$ cat src/rtl/fwd_pkg.sv
// fwd_pkg: shared types and helpers for the forwarding/hazard unit
package fwd_pkg;
    localparam int SRC_REGFILE = 0;
    localparam int SB_DST_W = 5;
    typedef struct packed {
        logic                valid;
        logic                wr;
        logic [SB_DST_W-1:0] dst;
        logic                load;
    } sb_entry_t;
    function automatic int sel_width(input int num_fwd);
        return $clog2(num_fwd + 1);
    endfunction
endpackage

$ cat src/rtl/fwd_operand_select.sv
// fwd_operand_select: youngest-producer priority encoder and load-use hazard for one operand
module fwd_operand_select
    import fwd_pkg::*;
#(
    parameter int REG_ADDR_W = SB_DST_W,
    parameter int NUM_FWD = 3,
    parameter int SEL_W = sel_width(NUM_FWD),
    parameter int LOAD_READY = 2,
    parameter bit ZERO_REG = 1'b1
) (
    input  sb_entry_t [NUM_FWD-1:0] sb,
    input  logic                    id_valid,
    input  logic [REG_ADDR_W-1:0]   r,
    input  logic                    uses,
    output logic [SEL_W-1:0]        sel,
    output logic                    hazard
);
    always_comb begin
        sel = SEL_W'(SRC_REGFILE);
        hazard = 1'b0;
        for (int i = NUM_FWD - 1; i >= 0; i--) begin
            if (sb[i].valid && sb[i].wr && sb[i].dst == r && uses && id_valid && !(ZERO_REG && r == '0)) begin
                sel = SEL_W'(i + 1);
                hazard = sb[i].load && (i + 1 < LOAD_READY);
            end
        end
    end
endmodule

$ cat src/rtl/fwd_hazard_unit.sv
// fwd_hazard_unit: scoreboard-based EX operand forwarding selects and load-use stall
module fwd_hazard_unit
    import fwd_pkg::*;
#(
    parameter int REG_ADDR_W = SB_DST_W,
    parameter int NUM_FWD = 3,
    parameter int SEL_W = sel_width(NUM_FWD),
    parameter int LOAD_READY = 2,
    parameter bit ZERO_REG = 1'b1,
    parameter int CNT_W = 16
) (
    input  logic                  clock,
    input  logic                  reset,
    input  logic                  id_valid,
    input  logic [REG_ADDR_W-1:0] id_rs,
    input  logic [REG_ADDR_W-1:0] id_rt,
    input  logic                  id_uses_rs,
    input  logic                  id_uses_rt,
    input  logic [REG_ADDR_W-1:0] id_dst,
    input  logic                  id_reg_write,
    input  logic                  id_mem_read,
    input  logic                  flush,
    output logic                  stall,
    output logic [SEL_W-1:0]      ex_sel_rs,
    output logic [SEL_W-1:0]      ex_sel_rt,
    output logic [CNT_W-1:0]      stall_count
);
    sb_entry_t [NUM_FWD-1:0] sb;
    logic [SEL_W-1:0] cand_rs, cand_rt;
    logic haz_rs, haz_rt, bubble;
    fwd_operand_select #(
        .REG_ADDR_W(REG_ADDR_W), .NUM_FWD(NUM_FWD), .SEL_W(SEL_W),
        .LOAD_READY(LOAD_READY), .ZERO_REG(ZERO_REG)
    ) u_rs (
        .sb(sb), .id_valid(id_valid), .r(id_rs), .uses(id_uses_rs), .sel(cand_rs), .hazard(haz_rs)
    );
    fwd_operand_select #(
        .REG_ADDR_W(REG_ADDR_W), .NUM_FWD(NUM_FWD), .SEL_W(SEL_W),
        .LOAD_READY(LOAD_READY), .ZERO_REG(ZERO_REG)
    ) u_rt (
        .sb(sb), .id_valid(id_valid), .r(id_rt), .uses(id_uses_rt), .sel(cand_rt), .hazard(haz_rt)
    );
    assign stall = (haz_rs | haz_rt) & ~flush;
    assign bubble = flush | stall;
    always_ff @(posedge clock) begin
        if (reset) begin
            sb <= '0;
            ex_sel_rs <= '0;
            ex_sel_rt <= '0;
            stall_count <= '0;
        end else begin
            for (int i = NUM_FWD - 1; i > 0; i--) sb[i] <= sb[i-1];
            sb[0] <= bubble ? '0 : sb_entry_t'{id_valid, id_reg_write, id_dst, id_mem_read};
            ex_sel_rs <= bubble ? '0 : cand_rs;
            ex_sel_rt <= bubble ? '0 : cand_rt;
            if (stall && !(&stall_count)) stall_count <= stall_count + 1'b1;
        end
    end
endmodule

$ cat config.mk
export PLATFORM = sky130hd
export DESIGN_NAME = fwd_hazard_unit
export DESIGN_NICKNAME = d
export VERILOG_FILES = /design/src/rtl/fwd_pkg.sv /design/src/rtl/fwd_operand_select.sv /design/src/rtl/fwd_hazard_unit.sv
export SDC_FILE = /design/constraint.sdc
export NUM_CORES = 1
export LEC_CHECK = 0
export ABC_AREA = 1
export ABC_CLOCK_PERIOD_IN_PS = 3900
export CAP_MARGIN = 20
export CORE_MARGIN = 1.5
export CORE_UTILIZATION = 30
export CTS_BUF_LIST = sky130_fd_sc_hd__clkbuf_2 sky130_fd_sc_hd__clkbuf_4 sky130_fd_sc_hd__clkbuf_8
export CTS_CLUSTER_DIAMETER = 60
export DETAILED_ROUTE_END_ITERATION = 16
export PLACE_DENSITY = 0.5
export REMOVE_ABC_BUFFERS = 1
export SYNTH_ARGS = -nofsm -noshare
export SYNTH_HDL_FRONTEND = slang
export SYNTH_SLANG_ARGS = --single-unit
$ cat constraint.sdc
create_clock -name clock -period 3.9 [get_ports clock]
set_input_delay 0.78 -clock clock [delete_from_list [all_inputs] [get_ports clock]]
set_output_delay 0.78 -clock clock [all_outputs]
set_load 0.005 [all_outputs]
Word-level counts from Yosys, hierarchy flattened --
Cells that the tools add are included. W data, S select, Z words.
Word-level totals: flip-flop bits (word level) 42, latch bits 0, bits in writable memories 0, ROM bits 0, input bits 23, output and inout port bits 21, word-level logic and storage cells 71, memories kept 0
Cells by class: add/subtract/negate cells 1, multiply operators 0, divide/modulo/power cells 0, $lt $le $gt $ge 0, equality and inequality tests 6, shifts and indexed selects 0, mux-type cells 8, bitwise gates (word level) 4, reduce and logical (&&, ||, !) cells 37
Operators with widths (count):
- $eq A5 B5 Y1 | 6
- $logic_and A1 B1 Y1 | 28
- $add A16 B1 Y16 const B | 1
- $reduce_and A16 Y1 | 1
- $logic_not A5 Y1 | 2
- $mux W2 | 4
- $reduce_or A3 Y1 | 2
- $mux W1 | 4
- $logic_not A1 Y1 | 3
- $or A1 B1 Y1 | 2
- $reduce_or A2 Y1 | 1
- $and A1 B1 Y1 | 1
- $not A1 Y1 | 1

Longest topological paths before layout --
word-level depth 10, depth in mapped cells 13, mapped depth without buffers 13

Cells and area by module --
From an unflattened synthesis, not the netlist that was laid out.
Unflattened totals: cells, all modules 367, area total of the unflattened synthesis 2369.8 um^2
Modules (own cells, without submodules):
- fwd_hazard_unit | instances 1, cells an instance 239, area each 1751.7 um^2, seq. area each 880.8 um^2
- fwd_operand_select | instances 2, cells an instance 64, area each 309.0 um^2, seq. area each 0.0 um^2

Least setup slack after synthesis --
Ideal clock, no wire load.
path kind in2out, start point input id_rs[1], end point output stall, arrival 1.585 ns, required time 3.120 ns, slack 1.535 ns, stages on the path 8, path buffers 1, cells stage by stage buf_6 a21oi_1 nand2_1 nor2_2 nand2_4 nand2_8 nand2_2 nor2_1
Between the ends: cells in the longest elaborated chain, start to end 8, elaborated cells between the ends (all ways) 10, those cells by class eq/ne: 1; mux: 1; bitwise: 2; reduce/logical: 6
Ends and longest elaborated chain:
- start: declaration | RTL line fwd_hazard_unit.sv:15 | input logic [REG_ADDR_W-1:0] id_rs,
- $eq A5 B5 Y1 | RTL line fwd_operand_select.sv:22 | if (sb[i].valid && sb[i].wr && sb[i].dst == r && uses && id_valid && !(ZERO_REG && r == '0)) begin
- $logic_and A1 B1 Y1 (3 in a row) | RTL line fwd_operand_select.sv:22
- $logic_and A1 B1 Y1 * | RTL line fwd_operand_select.sv:22
- $mux W1 * | RTL line fwd_operand_select.sv:22
- $or A1 B1 Y1 * | RTL line fwd_hazard_unit.sv:43 | assign stall = (haz_rs | haz_rt) & ~flush;
- $and A1 B1 Y1 * | RTL line fwd_hazard_unit.sv:43
- end: declaration | RTL line fwd_hazard_unit.sv:23 | output logic stall,
Every way passes the cells marked *; elsewhere a longest branch is shown, timed or not.

Worst setup path after layout --
start point input id_rs[2], end point output stall
Same word-level chain as after synthesis.

==> reports/qor.csv <==
stage;metric;value;unit
pwr;power.leakage;1.27;nW
detailed_routing;routed_wl;5950;um
critical_path;worst_ep_arrival_time;2.80;ns
clock_tree;cts_buffer_depth;2;
synth;most_frequently_used_cell_type_in_the_post_synthesis_netlist;sky130_fd_sc_hd__nand2_1;
synth;area_leader_netlist;sky130_fd_sc_hd__dfxtp_1;
pwr;intPower;0.653;mW
clock_tree;cts.htree.levels;2;
timing;rsz0062_at_grt;no;
finish;final_layout_size_suffix_gt1_share;10.8;%
pwr;worst_ir_drop_vdd;0.130;mV
pwr;power.switching;0.202;mW
synth;synth-seq-area-share;35.0;%
finish;nets;438;
synth;netlist_instances;368;
floorplanning;initial_standard_cell_utilization_of_the_core;31.1;%
synth;ys_types;33;
synth;synth_ff_type;sky130_fd_sc_hd__dfxtp_1;
critical_path;timing.critical_path.slowest_stage_cell;sky130_fd_sc_hd__clkdlybuf4s50_1;
synth;yosys_warnings;0;
detailed_routing;drt.antenna.violating_nets;0;
synth;synth-edff-count;0;
finish;num_antenna_cells;0;
critical_path;cp_cell_sequence;clkdlybuf4s50_1, xnor2_1, nand2_1, nor2_2, nand2_4, nand2_8, nand2_2, nor2_1, clkdlybuf4s50_1;
finish;syn_to_final_growth;26.8;%
floorplanning;num_io_pins;44;
critical_path;worst-path-stages;9;
detailed_routing;drc;0;
detailed_routing;route.vias.total;2261;
timing;achievable-frequency;279;MHz
clock_tree;cts.repair.resized;0;
global_routing;gr-total-overflow;0;
critical_path;cp_capture_type;output port;
floorplanning;area_of_the_die;8550;um2
clock_tree;cts-root-buf;sky130_fd_sc_hd__clkbuf_8;
synth;synth_top_area_share;35.0;%
timing;setup_viol;0;
finish;finalNonFillerCells;517;
detailed_routing;vias_per_cell;4.37;
timing;total_negative_setup_slack;0;ns
critical_path;reg2reg_slack;2.11;ns
critical_path;cp.buffers_inverters;2;
timing;worst_clock_skew;0.00976;ns
pwr;switching_share_of_power;23.6;%
synth;post_synth_top_cells;sky130_fd_sc_hd__nand2_1, sky130_fd_sc_hd__nor2_1, sky130_fd_sc_hd__inv_1, sky130_fd_sc_hd__dfxtp_1;
place;dp.cells;509;
detailed_routing;drtIter0Drc;155;
pwr;power.clock.fraction;38.0;%
pwr;share_seq_of_total_power;51.6;%
place;finalWeightedCongestion;0.859;
detailed_routing;detail_route.wl_per_cell;11.5;um
floorplanning;die_y;92.5;um
global_routing;grt_max_degree;18;
floorplanning;die_width;92.5;um
synth;mapped_area;2400;um2
critical_path;worstSetupStartpointType;input port;
pwr;power_density;281;nW/um2
global_routing;grt_pass1_wl;9960;um
timing;timing_worst_slew_pin_value;0.576;ns
clock_tree;cts_inserted_buffers;5;
synth;largest_family_of_logic_cells_by_synthesized_area;simple AND/OR/NAND/NOR gates;
timing;drv_slew;0;
clock_tree;cts-hold-fix-buffers;0;
critical_path;worst_r2r_path_depth;9;
clock_tree;cts_tree;built;
worst_hold_path;timing.hold.worst.class;flip-flop to flip-flop;
synth;yosys.area_share.xor_xnor;5.47;%
synth;synthSimpleGateAreaFrac;41.4;%
synth;synth.avg_cell_area;6.52;um2
timing;final_min_period_over_clock_period;91.8;%
place;hpwl;4640;um
critical_path;required_time_reported_for_the_critical_path_endpoint;3.12;ns
floorplanning;floorplan.core_area;7730;um2
timing;period_needed;3.58;ns
global_routing;number_of_antenna_violations_at_the_first_check_in_global_routing;0;
synth;synth_mux_area_share;0;%
synth;synth-compound-area-share;5.68;%
critical_path;critPathMaxStageDelay;0.54;ns
worst_hold_path;timing.hold.worst_path_depth;2;
critical_path;setup.worst_path.class;input port to output port;
pwr;comb_power_share;10.4;%
detailed_routing;firstDrtPassIters;4;
clock_tree;post_cts_buffers;0;
synth;yosys_register_bits;42;
finish;num-fill-cells;836;
global_routing;vias_in_the_first_global_route;2174;
clock_tree;worst_setup_hold_path_clk_slew;0.08;ns
timing;slew-limit-headroom;61.6;%
clock_tree;clock_insertion_delay_worst_skew;0.29;ns
clock_tree;cts_sink_count;42;
floorplanning;std_cell_rows;32;
critical_path;critical-path-top-delay-family;buffers and inverters;
flow_run;total_of_max_cap_violations;0;
global_routing;all_layer_global_routing_usage;14.9;%
synth;async_flop_share;0;%
synth;yosys.area_share.adder;0.521;%
run_status;outcome;completed;
critical_path;crit_path_max_fanout;8;
synth;post_synth_main_area_contributors;sky130_fd_sc_hd__dfxtp_1, sky130_fd_sc_hd__nand2_1, sky130_fd_sc_hd__nor2_1;
timing;timing_hold_violations_final;0;
place;portBuffers;43;
critical_path;critical_path_most_common_cell;sky130_fd_sc_hd__clkdlybuf4s50_1;
-- worst paths after layout --
check                               startpoint        endpoint
worst min-delay path                    sb[15]          sb[23]
worst min register to register          sb[15]          sb[23]
worst max register to register  stall_count[0]  stall_count[2]
worst max-delay path                  id_rs[2]           stall
-- power by group through the flow --
stage | clock (mW) | sequential, mW | combinational [mW]
3_3_place_gp | 0 | 0.452 | 0.0901
4_1_cts | 0.338 | 0.441 | 0.0901
3_5_place_dp | 0 | 0.452 | 0.0896
6_report | 0.325 | 0.441 | 0.0889
2_1_floorplan | 0 | 0.450 | 0.0453
5_1_grt | 0.358 | 0.443 | 0.0990
-- per-stage QoR --
stage               util (%)  power [mW]  instance area, um2  worst slack (ns)  hold slack (ns)
floorplan                  -       0.495                2370              1.58            0.403
global placement        38.0       0.542                2940             0.242            0.411
detailed placement      38.0       0.541                2940             0.287            0.411
CTS                     39.4       0.870                3050             0.282            0.422
global route            39.4       0.900                3050             0.171            0.442
finish                  39.4       0.855                3050             0.318            0.421
-- state kept, by name, summed over array words and instances, names as in the netlist --
register,flops
ex_sel_rt,2
ex_sel_rs,2
sb,22
stall_count,16
-- cell type report --
| class | instances | area, um2 | area share, % |
|---|---|---|---|
| Sequential cell | 42 | 841 | 27.6 |
| Inverter | 68 | 255 | 8.38 |
| Tap cell | 102 | 128 | 4.19 |
| Timing Repair Buffer | 44 | 438 | 14.4 |
| Clock buffer | 8 | 110 | 3.62 |
| Multi-Input combinational cell | 253 | 1270 | 41.8 |
-- placed cells by master (no fill, tap or decap), drive strengths merged, types with 3 or more instances in the layout --
cell | synthesis | routed
nand2 | 94 | 94
a21oi | 6 | 6
nor2 | 84 | 84
nor3 | 4 | 4
clkbuf | 1 | 8
o21ai | 10 | 10
nand4 | 13 | 13
o22ai | 3 | 3
xnor2 | 8 | 8
clkdlybuf4s50 | 0 | 43
o21bai | 3 | 3
inv | 66 | 66
dfxtp | 42 | 42
nand3 | 17 | 17
xor2 | 7 | 7
-- per-layer routing --
layer / share of wire [%] / vias to the layer above / track usage, %
li1: - / 1208 / -
met1: 50 / 996 / 19.9
met2: 45 / 51 / 24.4
met3: 3.9 / 6 / 3.12
met4: 1.1 / 0 / 3.72
met5: 0 / - / 0
-- cell families (layout without fill, tap and decap cells) --
| group | count (synthesis) | in the layout |
|---|---|---|
| AO/OA/AOI/OAI | 22 | 22 |
| AND/OR/NAND/NOR | 215 | 215 |
| buffers and inverters | 73 | 120 |
| adder cells (fa/ha/maj) | 1 | 1 |
| flip-flops | 42 | 42 |
| XOR/XNOR | 15 | 15 |
-- worst reg2reg max path, cell delays in order (launching register included) --
cell                      delay [ns]
sky130_fd_sc_hd__dfxtp_1        0.42
sky130_fd_sc_hd__ha_1           0.22
sky130_fd_sc_hd__nand3_1        0.12
sky130_fd_sc_hd__inv_1          0.14
sky130_fd_sc_hd__nand3_1        0.13
sky130_fd_sc_hd__nor2_4         0.20
sky130_fd_sc_hd__inv_1          0.12
sky130_fd_sc_hd__nand4_2        0.18
sky130_fd_sc_hd__o21ai_0        0.10
sky130_fd_sc_hd__nor2_1         0.12
Power figures use the tool's default switching activity.
